--- src/rtl/xmit_arbiter.sv ---
// Per-message arbiter that shares one byte-wide transmitter among NUM_SRC sources.
// Fixed priority (index 0 highest) at message boundaries; bytes are paced by xmit_idle.
module xmit_arbiter #(
  parameter int NUM_SRC    = 3,
  parameter int GAP_CYCLES = 4,
  parameter int GAP_W      = 4
) (
  input  logic                 clock,
  input  logic                 extReset,
  input  logic [NUM_SRC-1:0]   src_req,
  input  logic [8*NUM_SRC-1:0] src_data,
  input  logic [NUM_SRC-1:0]   src_last,
  output logic [NUM_SRC-1:0]   src_ack,
  output logic [NUM_SRC-1:0]   src_grant,
  input  logic                 xmit_idle,
  output logic                 send,
  output logic [7:0]           send_data,
  output logic                 busy
);

  typedef enum logic [2:0] {
    IDLE,
    LOAD,
    SEND,
    HOLD,
    POLL,
    GAP
  } state_t;

  state_t               state_q, state_d;
  logic [NUM_SRC-1:0]   grant_q, grant_d;
  logic [7:0]           data_q, data_d;
  logic                 last_q, last_d;
  logic [GAP_W-1:0]     gap_q, gap_d;
  logic [NUM_SRC-1:0]   ack;
  logic [NUM_SRC-1:0]   pick;
  logic                 req_g;
  logic [7:0]           sel_data;
  logic                 sel_last;

  // Isolate the lowest set request bit: lowest index wins.
  assign pick  = src_req & (~src_req + NUM_SRC'(1));
  assign req_g = |(src_req & grant_q);

  always_comb begin
    sel_data = '0;
    sel_last = 1'b0;
    for (int i = 0; i < NUM_SRC; i++) begin
      if (grant_q[i]) begin
        sel_data = src_data[8*i +: 8];
        sel_last = src_last[i];
      end
    end
  end

  // NOTE: every signal gets a default before the case so no path leaves it unassigned (no latches).
  always_comb begin
    state_d = state_q;
    grant_d = grant_q;
    data_d  = data_q;
    last_d  = last_q;
    gap_d   = gap_q;
    ack     = '0;
    case (state_q)
      IDLE: begin
        if (xmit_idle && (|src_req)) begin
          grant_d = pick;
          state_d = LOAD;
        end
      end
      LOAD: begin
        if (req_g) begin
          ack     = grant_q;
          data_d  = sel_data;
          last_d  = sel_last;
          state_d = SEND;
        end else begin
          gap_d   = GAP_W'(GAP_CYCLES);
          state_d = GAP;
        end
      end
      SEND: state_d = HOLD;
      HOLD: state_d = POLL;
      POLL: begin
        if (xmit_idle) begin
          if (last_q) begin
            gap_d   = GAP_W'(GAP_CYCLES);
            state_d = GAP;
          end else begin
            state_d = LOAD;
          end
        end
      end
      GAP: begin
        // A counter of 0 or 1 means this is the final gap cycle.
        if (gap_q <= GAP_W'(1)) state_d = IDLE;
        else                    gap_d   = gap_q - GAP_W'(1);
      end
      default: state_d = IDLE;
    endcase
  end

  // NOTE: sequential state uses non-blocking assignments so all registers update together.
  always_ff @(posedge clock or posedge extReset) begin
    if (extReset) begin
      state_q <= IDLE;
      grant_q <= '0;
      data_q  <= '0;
      last_q  <= 1'b0;
      gap_q   <= '0;
    end else begin
      state_q <= state_d;
      grant_q <= grant_d;
      data_q  <= data_d;
      last_q  <= last_d;
      gap_q   <= gap_d;
    end
  end

  assign src_ack   = ack;
  assign send      = (state_q == SEND);
  assign send_data = data_q;
  assign busy      = (state_q != IDLE);
  assign src_grant = (state_q inside {LOAD, SEND, HOLD, POLL}) ? grant_q : '0;

endmodule

--- config.mk ---
export PLATFORM = sky130hd
export DESIGN_NAME = xmit_arbiter
export DESIGN_NICKNAME = d
export VERILOG_FILES = /design/src/rtl/xmit_arbiter.sv
export SDC_FILE = /design/constraint.sdc
export NUM_CORES = 1
export LEC_CHECK = 0
export CORE_AREA = 10 10 65 67
export DETAILED_ROUTE_END_ITERATION = 8
export DIE_AREA = 0 0 75 77
export PLACE_DENSITY_LB_ADDON = 0.12
export SLEW_MARGIN = 20
export SYNTH_ARGS = -nofsm -noshare
export SYNTH_HDL_FRONTEND = slang
export SYNTH_SLANG_ARGS = --single-unit
--- constraint.sdc ---
create_clock -name clock -period 2.15 [get_ports clock]
set_input_delay 0.43 -clock clock [delete_from_list [all_inputs] [get_ports clock]]
set_output_delay 0.43 -clock clock [all_outputs]
set_load 0.02 [all_outputs]
After elaboration in Yosys (flattened, before gate mapping). Cells that the tools add are included. W data, S select, Z words.

Bits in registers: 19.

Reduce and logical (&&, ||, !) cells: 11. $add $sub $neg: 2. $lt $le $gt $ge: 1. Equality and inequality tests: 11. Multiplexer cells: 20. Bitwise operators: 3.

Operators by type and width (number): $mux W3 (8); $mux W8 (3); $pmux W3 S6 (1); $mux W4 (4); $ne A2 B2 Y1 const B (6); $pmux W4 S3 (1); $and A3 B3 Y3 (2); $eq A3 B2 Y1 const B (2); $eq A3 B3 Y1 const B (2); $reduce_bool A3 Y1 (2); $reduce_or A3 Y1 (2); $reduce_and A5 Y1 (1); $le A4 B1 Y1 const B (1); $reduce_and A2 Y1 (2); $reduce_bool A4 Y1 (1); $sub A4 B1 Y4 const B (1); $add A3 B1 Y3 const B (1); $eq A3 B1 Y1 const B (1); $logic_not A3 Y1 (1); $mux W1 (3); $not A3 Y3 (1); $reduce_and A3 Y1 (1); $logic_and A1 B1 Y1 (1).

Depth between registers and ports, before layout.
Depth in word-level cells: 4. Depth in mapped cells: 6.

Worst setup path after synthesis. Ideal clock, no wire load.

Path kind: input port to output port. From: in src_req[0]. To: out src_ack[0]. Stages: 4. Data required time: 1.720 ns. Arrival time: 1.541 ns. Setup slack: 0.179 ns. Cell sequence: a222oi_1 > nor3_2 > buf_6 > and2_1.

Cells in the longest elaborated chain, start to end: 4.

Ends and longest elaborated chain: start: declaration (RTL line 10) `input logic [NUM_SRC-1:0] src_req,`; $and A3 B3 Y3 (RTL line 43) `assign req_g = |(src_req & grant_q);`; $reduce_or A3 Y1 (RTL line 43); $mux W3 (RTL line 72) `if (req_g) begin`; $mux W3 (RTL line 64) `case (state_q)`; end: declaration (RTL line 13) `output logic [NUM_SRC-1:0] src_ack,`.

Every way passes these cells.

Worst setup path in the final report.
From: reg state_q[2]. To: out busy.

Cells in the longest elaborated chain, start to end: 1.

Ends and longest elaborated chain: start: declaration (RTL line 30) `state_t state_q, state_d;`; start signal: assignment (RTL line 112) `state_q <= state_d;`; $reduce_bool A3 Y1 (RTL line 123) `assign busy = (state_q != IDLE);`; end: declaration (RTL line 18) `output logic busy`.

Every way passes these cells.

==> run metrics <==
clock latency on the worst-skew pair=around 0.3 ns; CTS Buf Count=3; final-report hold violation count=0; post-route antenna net violation count=0; status=complete, no violations; pin count of the biggest net entering global routing=22; Net Count, Synth=between 150 and 200; H-tree levels=1; RSZ-0062 raised after global routing=no; Syn Std Cell Area=between 1000 and 1500 sq um; Hold WS=0.4421 ns; HP Class=in -> async; Worst Path Arrival=about 1.6 ns; GR Overflow Total=0; Final Critical Period=~2.1 ns; share of cells above drive strength 1=around a fifth; Final Cell Area=1864 sq um; DIE AREA=5775 sq um; max cap viols=0; Worst setup EP type=output port; Leak=0.8364 nW; Finish-stage setup viols=0; Detailed Routing Iterations Pass 1=4; ys async rst share=100.0%; final wirelength=between 3000 and 4000 um; cell row count=20; CTS Root Cell=clkbuf_4; DR vias=~1200; Worst Tran Pin Value=about 0.64 ns; Cell Pwr Density=1343 nW/um^2; DP Area=around 1800 sq um; CP Launch Type=flop; slew margin rel.=a little under three fifths; Area Growth Syn to Fin=52.35%; Port Buffers=48; drt drc=0; post-cts hold buffer count=0; DR WL/cell=approximately 17 um; Distinct cells, synth=between 40 and 50; hpwl dp=about 3000 um; worst clock skew=0.006658 ns; reg2reg end=gap_q[1]$_DFFE_PP0P_; Worst Setup SP=state_q[2]$_DFFE_PP0P_; fmax=484.6 MHz; Mean Syn Cell Area=9.270 sq um; Post-synth EDFFs=0; fin crit share=between 90 and 100%; Final Max Tran Viols=0; WP data required=1.72 ns; global-route wire length before repair=~6300 um; worst-path fanout max=14; GRT Total Usage=13.72%; core area=2978 sq um; num ports=slightly below 50; sequential share of the synthesized area=between 30% and 40%; Initial Utilization=between 40% and 50%; clock-pin slew on the worst setup and hold paths=around 0.12 ns; CTS Sinks=19; flop2flop setup slack=about 0.33 ns; reg2reg path depth=6; Setup Slack @ Placement=-0.4386 ns; Die W=between 70 and 80 um; number of global-route vias before repair=roughly 1300; initial antenna violation count=0; ys flop type=dfrtp_1; fillcell total=between 200 and 300; Die H=between 70 and 80 um; Yosys warnings=0; ANT cells=0; First DRT Iteration DRCs=97; gpl congestion=0.8394; via density per instance=between 5 and 6; CTS tree=done; Clock Path Buffers=2; RR Startpoint=gap_q[0]$_DFFE_PP0P_; Cells after Synth=approximately 130; critical path class=reg -> out; maximum VDD drop=about 0.76 mV; synthesis-stage register bit count=19; Setup WS post-layout=between 0.08 and 0.09 ns; Final Net Count=around 230
worst max-delay path, stage by stage (launching register included):
cell,delay [ns]
dfrtp_2,0.50
buf_4,0.21
or3_1,0.31
dlygate4sd2_1,0.33
state kept, by name (all words and copies together), names as in the netlist:
name	flops
gap_q	4
last_q	1
send_data	8
grant_q	3
state_q	3
metal layers:
metal | global-route usage, % | part of all wire [%]
met3 | 3.861 | 4.9
met5 | 0 | 0
met4 | 3.409 | 0.32
met2 | 24.29 | 54
met1 | 15.34 | 41
worst max-delay path by stage:
stage                 end  slack (ns)  depth (start not counted)
3_3_place_gp   src_ack[2]       -0.42                          5
4_1_cts        src_ack[1]        0.02                          6
6_report             busy        0.09                          3
2_1_floorplan  src_ack[0]        0.18                          4
3_5_place_dp   src_ack[2]       -0.44                          5
5_1_grt        src_ack[2]      0.0005                          5
cell usage in the layout (no fill, tap or decap), types with 2 or more instances in the layout:
cell,count
clkdlybuf4s50_1,37
buf_4,20
dfrtp_1,18
o21ai_0,12
a22oi_1,10
nand2_1,10
mux2_4,7
inv_1,7
dlygate4sd2_1,7
nor2_1,6
and2_1,6
a21oi_1,4
o22ai_1,3
or3_1,3
clkbuf_4,3
nor2b_1,2
nand2b_1,2
a22o_1,2
o31ai_1,2
nand4_1,2
mux2_2,2
o21a_1,2
a31oi_1,2
nand3_1,2
ha_1,2
what timing repair did:
item                       in CTS  in global routing
gates resized for setup        22                  6
pin swaps                       1                  3
setup buffers                   2                  0
setup endpoints to repair       8                  3
cells in the mapped netlist (2+ instances only):
library cell	n	area (sq um)
clkbuf_1	5	18.77
o21a_1	2	15.01
dfrtp_1	19	475.5
mux2_4	7	105.1
o22ai_1	3	18.77
a22oi_1	10	75.07
and2_1	6	37.54
mux2_2	2	22.52
nand4_1	2	12.51
a22o_1	2	17.52
nor2b_1	2	12.51
nand2b_1	2	12.51
buf_2	2	10.01
nor2_1	6	22.52
o21ai_0	12	60.06
or3_1	3	18.77
nand3_1	2	10.01
inv_1	7	26.28
o31ai_1	2	15.01
ha_1	2	25.02
a31oi_1	2	12.51
a21oi_1	4	20.02
nand2_1	10	37.54
metrics by stage:
stage / total power [W] / cells / utilization (%) / setup TNS, ns
final: 0.002504 / 225 / 62.61 / 0
after global routing: 0.002716 / 225 / 62.61 / 0
after CTS: 0.002488 / 225 / 61.81 / 0
after floorplan: 0.001662 / 132 / - / 0
after global placement: 0.002261 / 219 / 60.92 / -1.207
after detailed placement: 0.002302 / 219 / 60.92 / -1.284
area by class of cell:
type / count / area, sq um / share of cell area [%]
Clock buffer: 4 / 26.28 / 1.409
Inverter: 7 / 26.28 / 1.409
Multi-Input combinational cell: 97 / 699.4 / 37.52
Sequential cell: 19 / 476.7 / 25.57
Tap cell: 33 / 41.29 / 2.215
Timing Repair Buffer: 65 / 594.3 / 31.88
cells by family (layout without fill, tap and decap cells):
| family | count (synthesis) | in the layout | share of synthesized area (%) |
|---|---|---|---|
| XOR/XNOR | 1 | 1 | 0.7159 |
| AND/OR/NAND/NOR | 43 | 43 | 19.53 |
| adder cells (fa/ha/maj) | 2 | 2 | 2.045 |
| multiplexers | 9 | 9 | 10.43 |
| flip-flops | 19 | 19 | 38.86 |
| AO/OA/AOI/OAI | 42 | 42 | 22.70 |
| buffers and inverters | 16 | 76 | 5.726 |
power by group:
| group | total [W] | switching [W] | internal (W) |
|---|---|---|---|
| clock network | 0.000189 | 0.000116 | 0.0000723 |
| registers | 0.000664 | 0.000143 | 0.000521 |
| logic | 0.00165 | 0.000832 | 0.000819 |
Note: power is estimated with default switching activity, not from simulation.
